### src/rtl/calc_sequencer.sv
// Operand/opcode entry sequencer for a switch-driven ALU calculator.
// Walks A -> B -> OP -> EXEC -> SHOW and drives the display mux select.
module calc_sequencer #(
  parameter int WIDTH   = 32,
  parameter int ALU_LAT = 1
) (
  input  logic             clk,
  input  logic             rst_n,
  input  logic             enter,
  input  logic             view,
  input  logic [WIDTH-1:0] data_in,
  input  logic [3:0]       op_in,
  input  logic [WIDTH-1:0] alu_result,
  input  logic [3:0]       alu_flags,
  output logic [WIDTH-1:0] opnd_a,
  output logic [WIDTH-1:0] opnd_b,
  output logic [3:0]       opcode,
  output logic [WIDTH-1:0] result,
  output logic [3:0]       flags,
  output logic [1:0]       disp_sel,
  output logic             busy,
  output logic             done
);

  typedef enum logic [2:0] {
    S_GET_A,
    S_GET_B,
    S_GET_OP,
    S_EXEC,
    S_SHOW
  } state_t;

  localparam logic [1:0] SEL_A   = 2'b00;
  localparam logic [1:0] SEL_B   = 2'b01;
  localparam logic [1:0] SEL_RES = 2'b10;
  localparam logic [1:0] SEL_FLG = 2'b11;

  // Counter reload; EXEC ends when it reaches zero.
  localparam logic [3:0] LAT_M1 = 4'(ALU_LAT - 1);

  state_t           state_q, state_d;
  logic [WIDTH-1:0] opnd_a_q, opnd_a_d;
  logic [WIDTH-1:0] opnd_b_q, opnd_b_d;
  logic [3:0]       opcode_q, opcode_d;
  logic [WIDTH-1:0] result_q, result_d;
  logic [3:0]       flags_q, flags_d;
  logic [1:0]       disp_sel_q, disp_sel_d;
  logic [3:0]       wait_q, wait_d;
  logic             done_q, done_d;

  // State and datapath registers, cleared asynchronously.
  always_ff @(posedge clk or negedge rst_n) begin
    if (!rst_n) begin
      state_q    <= S_GET_A;
      opnd_a_q   <= '0;
      opnd_b_q   <= '0;
      opcode_q   <= '0;
      result_q   <= '0;
      flags_q    <= '0;
      disp_sel_q <= SEL_A;
      wait_q     <= '0;
      done_q     <= 1'b0;
    end else begin
      state_q    <= state_d;
      opnd_a_q   <= opnd_a_d;
      opnd_b_q   <= opnd_b_d;
      opcode_q   <= opcode_d;
      result_q   <= result_d;
      flags_q    <= flags_d;
      disp_sel_q <= disp_sel_d;
      wait_q     <= wait_d;
      done_q     <= done_d;
    end
  end

  // Next-state, operand capture and display select.
  always_comb begin
    state_d    = state_q;
    opnd_a_d   = opnd_a_q;
    opnd_b_d   = opnd_b_q;
    opcode_d   = opcode_q;
    result_d   = result_q;
    flags_d    = flags_q;
    disp_sel_d = disp_sel_q;
    wait_d     = wait_q;
    done_d     = 1'b0;
    unique case (state_q)
      S_GET_A: begin
        if (enter) begin
          opnd_a_d   = data_in;
          state_d    = S_GET_B;
          disp_sel_d = SEL_B;
        end
      end
      S_GET_B: begin
        if (enter) begin
          opnd_b_d   = data_in;
          state_d    = S_GET_OP;
          disp_sel_d = SEL_B;
        end
      end
      S_GET_OP: begin
        if (enter) begin
          opcode_d   = op_in;
          wait_d     = LAT_M1;
          state_d    = S_EXEC;
          disp_sel_d = SEL_RES;
        end
      end
      S_EXEC: begin
        if (wait_q == 4'd0) begin
          result_d   = alu_result;
          flags_d    = alu_flags;
          done_d     = 1'b1;
          state_d    = S_SHOW;
          disp_sel_d = SEL_RES;
        end else begin
          wait_d = wait_q - 4'd1;
        end
      end
      S_SHOW: begin
        if (enter) begin
          state_d    = S_GET_A;
          disp_sel_d = SEL_A;
        end else if (view) begin
          disp_sel_d = (disp_sel_q == SEL_RES) ? SEL_FLG : SEL_RES;
        end
      end
      default: begin
        state_d    = S_GET_A;
        disp_sel_d = SEL_A;
      end
    endcase
  end

  assign opnd_a   = opnd_a_q;
  assign opnd_b   = opnd_b_q;
  assign opcode   = opcode_q;
  assign result   = result_q;
  assign flags    = flags_q;
  assign disp_sel = disp_sel_q;
  assign busy     = (state_q == S_EXEC);
  assign done     = done_q;

endmodule
### config.mk
export PLATFORM = sky130hd
export DESIGN_NAME = calc_sequencer
export DESIGN_NICKNAME = d
export VERILOG_FILES = /design/src/rtl/calc_sequencer.sv
export SDC_FILE = /design/constraint.sdc
export NUM_CORES = 1
export LEC_CHECK = 0
export BUFFER_PORTS_ARGS = -buffer_cell sky130_fd_sc_hd__buf_2
export CAP_MARGIN = 15
export CORE_ASPECT_RATIO = 0.9
export CORE_UTILIZATION = 48
export CTS_CLUSTER_SIZE = 25
export DETAILED_ROUTE_END_ITERATION = 8
export PLACE_DENSITY = 0.86
export SLEW_MARGIN = 20
export SYNTH_ARGS = -nofsm -noshare
export SYNTH_HDL_FRONTEND = slang
export SYNTH_SLANG_ARGS = --single-unit
### constraint.sdc
create_clock -name clk -period 2 [get_ports clk]
set_clock_uncertainty 0.05 [all_clocks]
set_input_delay 0.3 -clock clk [delete_from_list [all_inputs] [get_ports clk]]
set_output_delay 0.3 -clock clk [all_outputs]
set_load 0.01 [all_outputs]
==> reports/metrics.cfg, run 1 <==
[critical_path]
cp.arrival_ns=1.53
worstPathCellList=nand3b_1, buf_4, inv_1, buf_2
cp_slowest_cell=dfrtp_2
timing.critical_path.to_type=output pin
regToRegSetupSlack_ns=0.16
start_kind=register
worstPathRequired_ns=1.65
critical_path_class=reg -> out
rr_endpoint=result[20]
reg2reg_depth=6
slowest_delay_ns=0.49
cp-startpoint=state_q[1]
r2r-start=wait_q[0]
crit_end=busy
cp_max_fo=11

[layout]
register_area_um2=2860
area_delta_synth_final_pct=54.2
mostFrequentLayoutCells=182 x buf_2, 111 x dfrtp_1, 98 x mux2_2, 71 x dlygate4sd3_1, 16 x clkbuf_16
multi_input_area_um2=1530
drive_above_1_share_pct=59.0
antennaDiodeCount=0
nets=627
fillCellCount=546
layout_commonest_cell=buf_2

[min_path]
hold_class=in -> reg
hold_path_depth=2

[clock_tree]
clkLatencyLatePin_ns=0.51
cts_tree=done
cts_max_path_buffers=2
cts_buffers=17
cts_sinks=114
clkSlewWorstSetupHoldPaths_ns=0.05
htreeDepth=4
cts-root-buf=clkbuf_8

[timing]
relSlewSlack_pct=70.6
fmax_mhz=533
rsz0062_at_grt=false
tns_ns=0
setup_violations=0
tightestPinTransition_ns=0.438
min_period_over_period_pct=93.8
whs_ns=0.0169
drv_slew=0
fin_crit_ns=1.88
hold_violations=0

[synth]
synth-seq-cells=114
avgSynthCellArea_um2=16.0
synth.cell_area_um2=4490
yosys.area_share.simple_pct=4.37
synthMuxAreaShare_pct=26.1
synth_cell_type_count=35
synthAdderAreaFrac_pct=0.557
syn_inst=280
synth_edf_count=0
synth_nets=358
async_flop_share_pct=100
yosysSeqAreaShare_pct=63.5
synth_compound_area_share_pct=2.28
synth_ff_type=dfrtp_1
yosysWarningCount=0
synth_top_family_by_area=multiplexers
synth_xor_xnor_area_share_pct=0.390

[floorplanning]
dieHeight_um=93.8
die_width_um=104
num_io_pins=184
design.die.area_um2=9750
rows=33
start_util_pct=49.4
core_area_um2=9080

[detailed_routing]
drt_iter0_drc=97
routed_wirelength_mm=11.9
wl_per_cell_um=17.4
ant_nets=0
via_count=3406
drc=0
via_per_inst=4.99
drtPass1Iterations=6

[place]
hpwl_mm=6.98
gp_congestion=0.826
port_buffers=183

[grt]
grt_pass1_vias=3636
grt_antenna_before_repair=0
track_usage_pct=25.5
grt_pass1_wl_mm=18.9
grt_max_degree=47
grt_overflow=0

[pwr]
swShare_pct=32.6
seqPwrFrac_pct=36.3
power_frac_clock_pct=26.2
power.share.combinational_pct=37.5
p_switching_mw=3.80
vdd_drop_max_uv=1030
p_int_mw=7.86
leakagePower_nw=3.30
power_density_nw_per_um2=1680

[job]
cap_violations=0

[run_status]
outcome=complete, no violations

state kept, by name (all words and copies together) (netlist names):
signal and flops:
opcode 4, disp_sel 2, opnd_a 32, state_q 3
done 1, flags 4, opnd_b 32, result 32
wait_q 4
stage by stage:
step / instance area, um2 / setup WS (ns) / utilization, % / total power, mW / instances
final: 6920 / 0.124 / 76.2 / 11.7 / 683
after global routing: 6920 / 0.00743 / 76.2 / 12.3 / 683
after CTS: 6910 / 0.0386 / 76.1 / 11.6 / 681
after detailed placement: 5590 / 0.173 / 61.5 / 8.39 / 578
after global placement: 5590 / 0.261 / 61.5 / 8.14 / 578
after floorplan: 4490 / 0.196 / - / 6.62 / 280
per-layer routing:
layer  up-vias  track usage (%)  wire, um
li1       1538                -         -
met1      1687             29.2      4740
met2       159             45.6      6130
met3        22             7.56       832
met4         0             9.52       176
met5         -                0         0
repair_timing:
| action | in CTS | in global routing |
|---|---|---|
| pin swaps | 0 | 0 |
| setup buffers | 1 | 2 |
| hold endpoints to repair | 123 | 0 |
| resized for setup | 3 | 0 |
| endpoints found under the setup margin | 1 | 1 |
| hold buffers | 71 | 0 |
final cells by class:
type                    instances  area share [%]
flip-flops and latches        114            41.3
repair buffers                265            25.6
multi-input cells             148            22.1
clock buffers                  22            6.83
well taps                     122            2.20
clock inverters                 9            1.86
inverters                       3           0.163
cells by family after synthesis:
family          after synthesis
buf+inv                      18
compound gates               14
simple gates                 26
xor+xnor                      2
flops                       114
fa+ha+maj                     2
mux                         104
how the worst min path moves through the flow:
stage | startpoint | endpoint | slack (ns)
6_report | data_in[10] | opnd_b[10] | 0.02
5_1_grt | data_in[10] | opnd_a[10] | 0.002
4_1_cts | data_in[10] | opnd_b[10] | 0.0004
3_5_place_dp | rst_n | opnd_a[11] | 0.20
3_3_place_gp | rst_n | opnd_b[11] | 0.19
2_1_floorplan | rst_n | disp_sel[0] | -0.05
power by group through the flow:
stage | clock network, mW | logic, mW | registers [mW]
2_1_floorplan | 0 | 1.99 | 4.62
3_3_place_gp | 0 | 4.00 | 4.13
3_5_place_dp | 0 | 4.17 | 4.21
4_1_cts | 3.09 | 4.31 | 4.22
5_1_grt | 3.22 | 4.69 | 4.38
6_report | 3.06 | 4.38 | 4.23
synth_stat cells, types with 3 or more instances:
master | n | area (um2)
o21bai_1 | 3 | 22.5
nor2_1 | 3 | 11.3
dfrtp_1 | 114 | 2850
mux2_2 | 98 | 1100
mux2_1 | 6 | 67.6
buf_4 | 6 | 45.0
buf_2 | 3 | 15.0
inv_1 | 3 | 11.3
buf_6 | 4 | 45.0
nand2_1 | 4 | 15.0
nor3_1 | 5 | 25.0
worst max-delay path: cells and delay by family, from the launching register on:
kind / cells / cell delay, ns
DFF: 1 / 0.49
buffers and inverters: 3 / 0.38
and+or+nand+nor: 1 / 0.15
(Power assumes the default switching activity.)
==> run 2, diff against run 1 <==
--- a/config.mk
+++ b/config.mk
@@ -11,7 +11,7 @@
 export CORE_UTILIZATION = 48
 export CTS_CLUSTER_SIZE = 25
 export DETAILED_ROUTE_END_ITERATION = 8
-export PLACE_DENSITY = 0.86
+export PLACE_DENSITY = 0.8
 export SLEW_MARGIN = 20
 export SYNTH_ARGS = -nofsm -noshare
 export SYNTH_HDL_FRONTEND = slang
==> run 2 against run 1 <==
  * Combinational power decreased by 1%
  * Sequential share of layout area grew 0.51 points
  * Core utilization fell by 0.99 points
  * Clock-buffer cell count fell by 2
  * Sequential cell count unchanged
  * Worst hold slack improved by 0.0088 ns
  * Die area unchanged
  * Register-to-register slack barely moved
  * Sequential power barely moved
  * Total power is 3.1% lower
  * Critical path type unchanged
  * Final cell count shrank 0.44%
==> reports/metrics.cfg, run 2 (synthesized netlist as in run 1, its figures left out) <==
[critical_path]
rr_endpoint=result[2]
worstPathRequired_ns=1.65
cp_max_fo=9
cp-startpoint=state_q[2]
r2r-start=wait_q[0]
reg2reg_depth=6
timing.critical_path.to_type=output pin
crit_end=busy
regToRegSetupSlack_ns=0.15
start_kind=register
critical_path_class=reg -> out
cp.arrival_ns=1.58

[layout]
layout_commonest_cell=buf_2
antennaDiodeCount=0
fin_util_pct=75.2
drive_above_1_share_pct=58.2
area_delta_synth_final_pct=52.2
instances_no_fill=680
nets=624
mostFrequentLayoutCells=182 x buf_2, 113 x dfrtp_1, 98 x mux2_2, 70 x dlygate4sd3_1, 16 x clkbuf_16
register_area_um2=2850
multi_input_area_um2=1530
fillCellCount=567
final_area_um2=6830

[detailed_routing]
wl_per_cell_um=16.7
drt_iter0_drc=150
drc=0
routed_wirelength_mm=11.4
ant_nets=0
drtPass1Iterations=4
via_count=3371
via_per_inst=4.96

[pwr]
p_int_mw=7.57
seqPwrFrac_pct=37.3
swShare_pct=33.0
power.share.combinational_pct=38.3
vdd_drop_max_uv=1000
p_switching_mw=3.73
leakagePower_nw=3.26
power_density_nw_per_um2=1650
power_frac_clock_pct=24.4

[clock_tree]
cts_max_path_buffers=2
clkSlewWorstSetupHoldPaths_ns=0.05
cts-root-buf=clkbuf_8
cts_buffers=17
cts_sinks=114
cts_tree=done
clkLatencyLatePin_ns=0.50
htreeDepth=4

[grt]
grt_antenna_before_repair=0
grt_max_degree=46
grt_overflow=0
grt_pass1_vias=3655
grt_pass1_wl_mm=18.3
track_usage_pct=24.6

[place]
dp_cells=578
port_buffers=183
placed_cell_area_um2=5590
gp_congestion=0.778
hpwl_mm=6.60

[timing]
fin_crit_ns=1.93
tns_ns=0
fmax_mhz=519
tightestPinTransition_ns=0.482
min_period_over_period_pct=96.3
rsz0062_at_grt=false
drv_slew=0
relSlewSlack_pct=67.9
setup_violations=0
hold_violations=0

[floorplanning]
dieHeight_um=93.8
rows=33
num_io_pins=184
design.die.area_um2=9750
core_area_um2=9080
die_width_um=104
start_util_pct=49.4

[job]
cap_violations=0

[min_path]
hold_class=in -> reg

[run_status]
outcome=complete, no violations

## run 2: cell types whose count changed in the layout (fill, tap and decap cells not counted), sizes merged
cell and change:
inv +1, bufinv -1, buf -2, clkbuf -2
clkinv +2, dlygate4sd3 -1
## run 2: how the worst min path moves through the flow
| stage | startpoint | end | slack [ns] | cells past startpoint |
|---|---|---|---|---|
| 2_1_floorplan | rst_n | disp_sel[0] | -0.05 | 0 |
| 3_3_place_gp | rst_n | opnd_a[4] | 0.24 | 1 |
| 6_report | alu_result[10] | result[10] | 0.03 | 2 |
| 5_1_grt | alu_result[10] | result[10] | 0.001 | 2 |
| 3_5_place_dp | rst_n | opnd_b[4] | 0.24 | 1 |
| 4_1_cts | data_in[9] | opnd_b[9] | 0.002 | 2 |
## run 2: repair_timing
item	CTS	global route
hold buffers	70	0
setup endpoints to repair	1	0
endpoints found under the hold margin	132	0
setup buffers	1	0
gates resized for setup	1	0
## run 2: layout make-up
class / instances / area share (%)
repair buffers: 262 / 25.6
flip-flops and latches: 114 / 41.8
clock buffers: 20 / 6.22
multi-input cells: 148 / 22.4
clock inverters: 11 / 1.67
inverters: 3 / 0.165
well taps: 122 / 2.23
## run 2: power groups by stage
stage | Clock (mW) | Sequential (mW) | Combinational [mW]
CTS | 2.80 | 4.18 | 4.31
global placement | 0 | 4.11 | 4.04
floorplan | 0 | 4.62 | 1.99
finish | 2.76 | 4.22 | 4.32
global route | 2.93 | 4.36 | 4.65
detailed placement | 0 | 4.18 | 4.17
## run 2: metal layers
layer	vias up	track usage, %	part of all wire (%)
met5	-	0	0
met4	0	8.33	1.3
met3	16	7.70	7.1
met2	152	43.6	51
met1	1675	28.4	41
li1	1528	-	-
## run 2: metrics by stage
stage / hold WS, ns / power (mW) / worst slack, ns
after detailed placement: 0.239 / 8.34 / 0.203
after floorplan: -0.0456 / 6.62 / 0.196
after global placement: 0.237 / 8.15 / 0.256
after CTS: 0.00156 / 11.3 / 0.0441
after global routing: 0.000998 / 11.9 / 0.00377
final: 0.0257 / 11.3 / 0.0736
## run 2: worst max-delay path, cell delays in order, from the launching register on
cell	delay, ns
dfrtp_1	0.49
nand3b_1	0.23
buf_4	0.18
inv_1	0.05
buf_2	0.12
==> run 3, diff against run 2 <==
--- a/config.mk
+++ b/config.mk
@@ -5,7 +5,7 @@
 export SDC_FILE = /design/constraint.sdc
 export NUM_CORES = 1
 export LEC_CHECK = 0
-export BUFFER_PORTS_ARGS = -buffer_cell sky130_fd_sc_hd__buf_2
+export BUFFER_PORTS_ARGS = -buffer_cell sky130_fd_sc_hd__buf_4
 export CAP_MARGIN = 15
 export CORE_ASPECT_RATIO = 0.9
 export CORE_UTILIZATION = 48
==> run 3 against run 2 <==
  * Global-route usage rose by 1.1 points
  * Sequential power increased by 2%
  * Final cell count grew 0.59%
  * Register-to-register slack gained 0.03 ns
  * First-iteration DRC count rose by 6.0%
  * Core utilization up 6.3 points
  * Fmax grew 3.2%
  * Sequential cell count stayed put
==> reports/metrics.cfg, run 3 (synthesized netlist as in run 1, its figures left out) <==
[grt]
grt_antenna_before_repair=0
grt_pass1_vias=3682
track_usage_pct=25.7
grt_overflow=0
grt_max_degree=115
grt_pass1_wl_mm=19.1

[detailed_routing]
ant_nets=0
wl_met3_um=926
drtPass1Iterations=4
wl_per_cell_um=17.6
routed_wirelength_mm=12.0
via_count=3423
drc=0
drt_iter0_drc=159
wl_met2_mm=6.10
wl_met1_mm=4.84
top_layer=met4
via_per_inst=5.00

[floorplanning]
design.die.area_um2=9750
rows=33
core_area_um2=9080
start_util_pct=49.4
die_width_um=104
dieHeight_um=93.8
num_io_pins=184

[clock_tree]
clkSlewWorstSetupHoldPaths_ns=0.06
cts_tree=done
cts_buffers=17
clkLatencyLatePin_ns=0.49
cts_max_path_buffers=2
htreeDepth=4
cts-root-buf=clkbuf_8
cts_sinks=114

[timing]
tns_ns=0
tightestPinTransition_ns=0.602
setup_slack_ns=0.134
min_period_over_period_pct=93.3
setup_violations=0
whs_ns=0.0401
drv_slew=0
fmax_mhz=536
hold_violations=0
rsz0062_at_grt=false
fin_crit_ns=1.87
relSlewSlack_pct=59.9

[place]
dp_cells=578
hpwl_mm=6.90
port_buffers=183
pre_cts_ws_ns=0.179
gp_congestion=0.756
placed_cell_area_um2=6030

[critical_path]
regToRegSetupSlack_ns=0.18
r2r-start=wait_q[0]
worstPathRequired_ns=1.65
reg2reg_depth=6
cp.arrival_ns=1.52
timing.critical_path.to_type=output pin
cp_max_fo=9
critical_path_class=reg -> out
start_kind=register
rr_endpoint=result[3]

[layout]
fin_util_pct=81.6
instances_no_fill=684
antennaDiodeCount=0
mostFrequentLayoutCells=188 x buf_4, 111 x dfrtp_1, 98 x mux2_2, 73 x dlygate4sd3_1, 16 x clkbuf_16
fillCellCount=484
area_delta_synth_final_pct=65.0
layout_commonest_cell=buf_4
final_area_um2=7410
nets=627
drive_above_1_share_pct=58.7

[min_path]
hold_start=enter
holdPathEnd=state_q[0]
hold_path_depth=2
hold_class=in -> reg

[pwr]
p_int_mw=8.64
p_switching_mw=3.93
leakagePower_nw=3.46
power_frac_clock_pct=25.8
power.share.combinational_pct=39.9
seqPwrFrac_pct=34.3
swShare_pct=31.3
power_density_nw_per_um2=1700
vdd_drop_max_uv=871
finalPower_mw=12.6

[job]
cap_violations=0

[run_status]
outcome=complete, no violations

-- run 3: cell types whose count changed in the layout (fill, tap and decap cells not counted), moves of 2 or more --
cell	delta
buf_2	-182
dfrtp_2	+2
clkbuf_1	-2
clkinv_2	-3
buf_4	+183
dfrtp_1	-2
bufinv_16	+3
dlygate4sd3_1	+3
-- run 3: repair_timing --
action	4_1_cts	5_1_grt
hold buffers	73	0
setup buffers	0	1
setup endpoints to repair	1	1
hold endpoints to repair	218	0
gates resized for setup	3	0
-- run 3: worst max-delay path, cell delays in order (launching register included) --
cell and delay, ns:
dfrtp_2 0.48, nand3b_1 0.20, buf_4 0.18, inv_1 0.05
buf_4 0.11
-- run 3: power groups by stage --
stage	clock (mW)	combinational [mW]	sequential, mW
after global routing	3.41	5.32	4.46
after CTS	3.28	4.97	4.27
after global placement	0	4.69	4.20
final	3.24	5.02	4.31
after detailed placement	0	4.82	4.26
after floorplan	0	1.99	4.62
-- run 3: area by class of cell --
type / instances / area, um2 / area share (%)
clock buffers: 19 / 432 / 5.83
clock inverters: 13 / 206 / 2.79
inverters: 3 / 11.3 / 0.152
multi-input cells: 148 / 1530 / 20.6
flip-flops and latches: 114 / 2860 / 38.6
well taps: 122 / 153 / 2.06
repair buffers: 265 / 2220 / 30.0
-- run 3: worst max-delay path by stage --
stage	startpoint	to	slack, ns
6_report	state_q[2]	busy	0.13
5_1_grt	state_q[2]	busy	0.05
4_1_cts	state_q[2]	busy	0.02
3_5_place_dp	state_q[1]	opcode[0]	0.18
3_3_place_gp	state_q[1]	opcode[3]	0.25
2_1_floorplan	wait_q[0]	flags[0]	0.20
-- run 3: per-layer routing --
| layer | track usage (%) | up-vias |
|---|---|---|
| li1 | - | 1532 |
| met1 | 29.2 | 1712 |
| met2 | 44.4 | 163 |
| met3 | 9.64 | 16 |
| met4 | 9.29 | 0 |
| met5 | 0 | - |
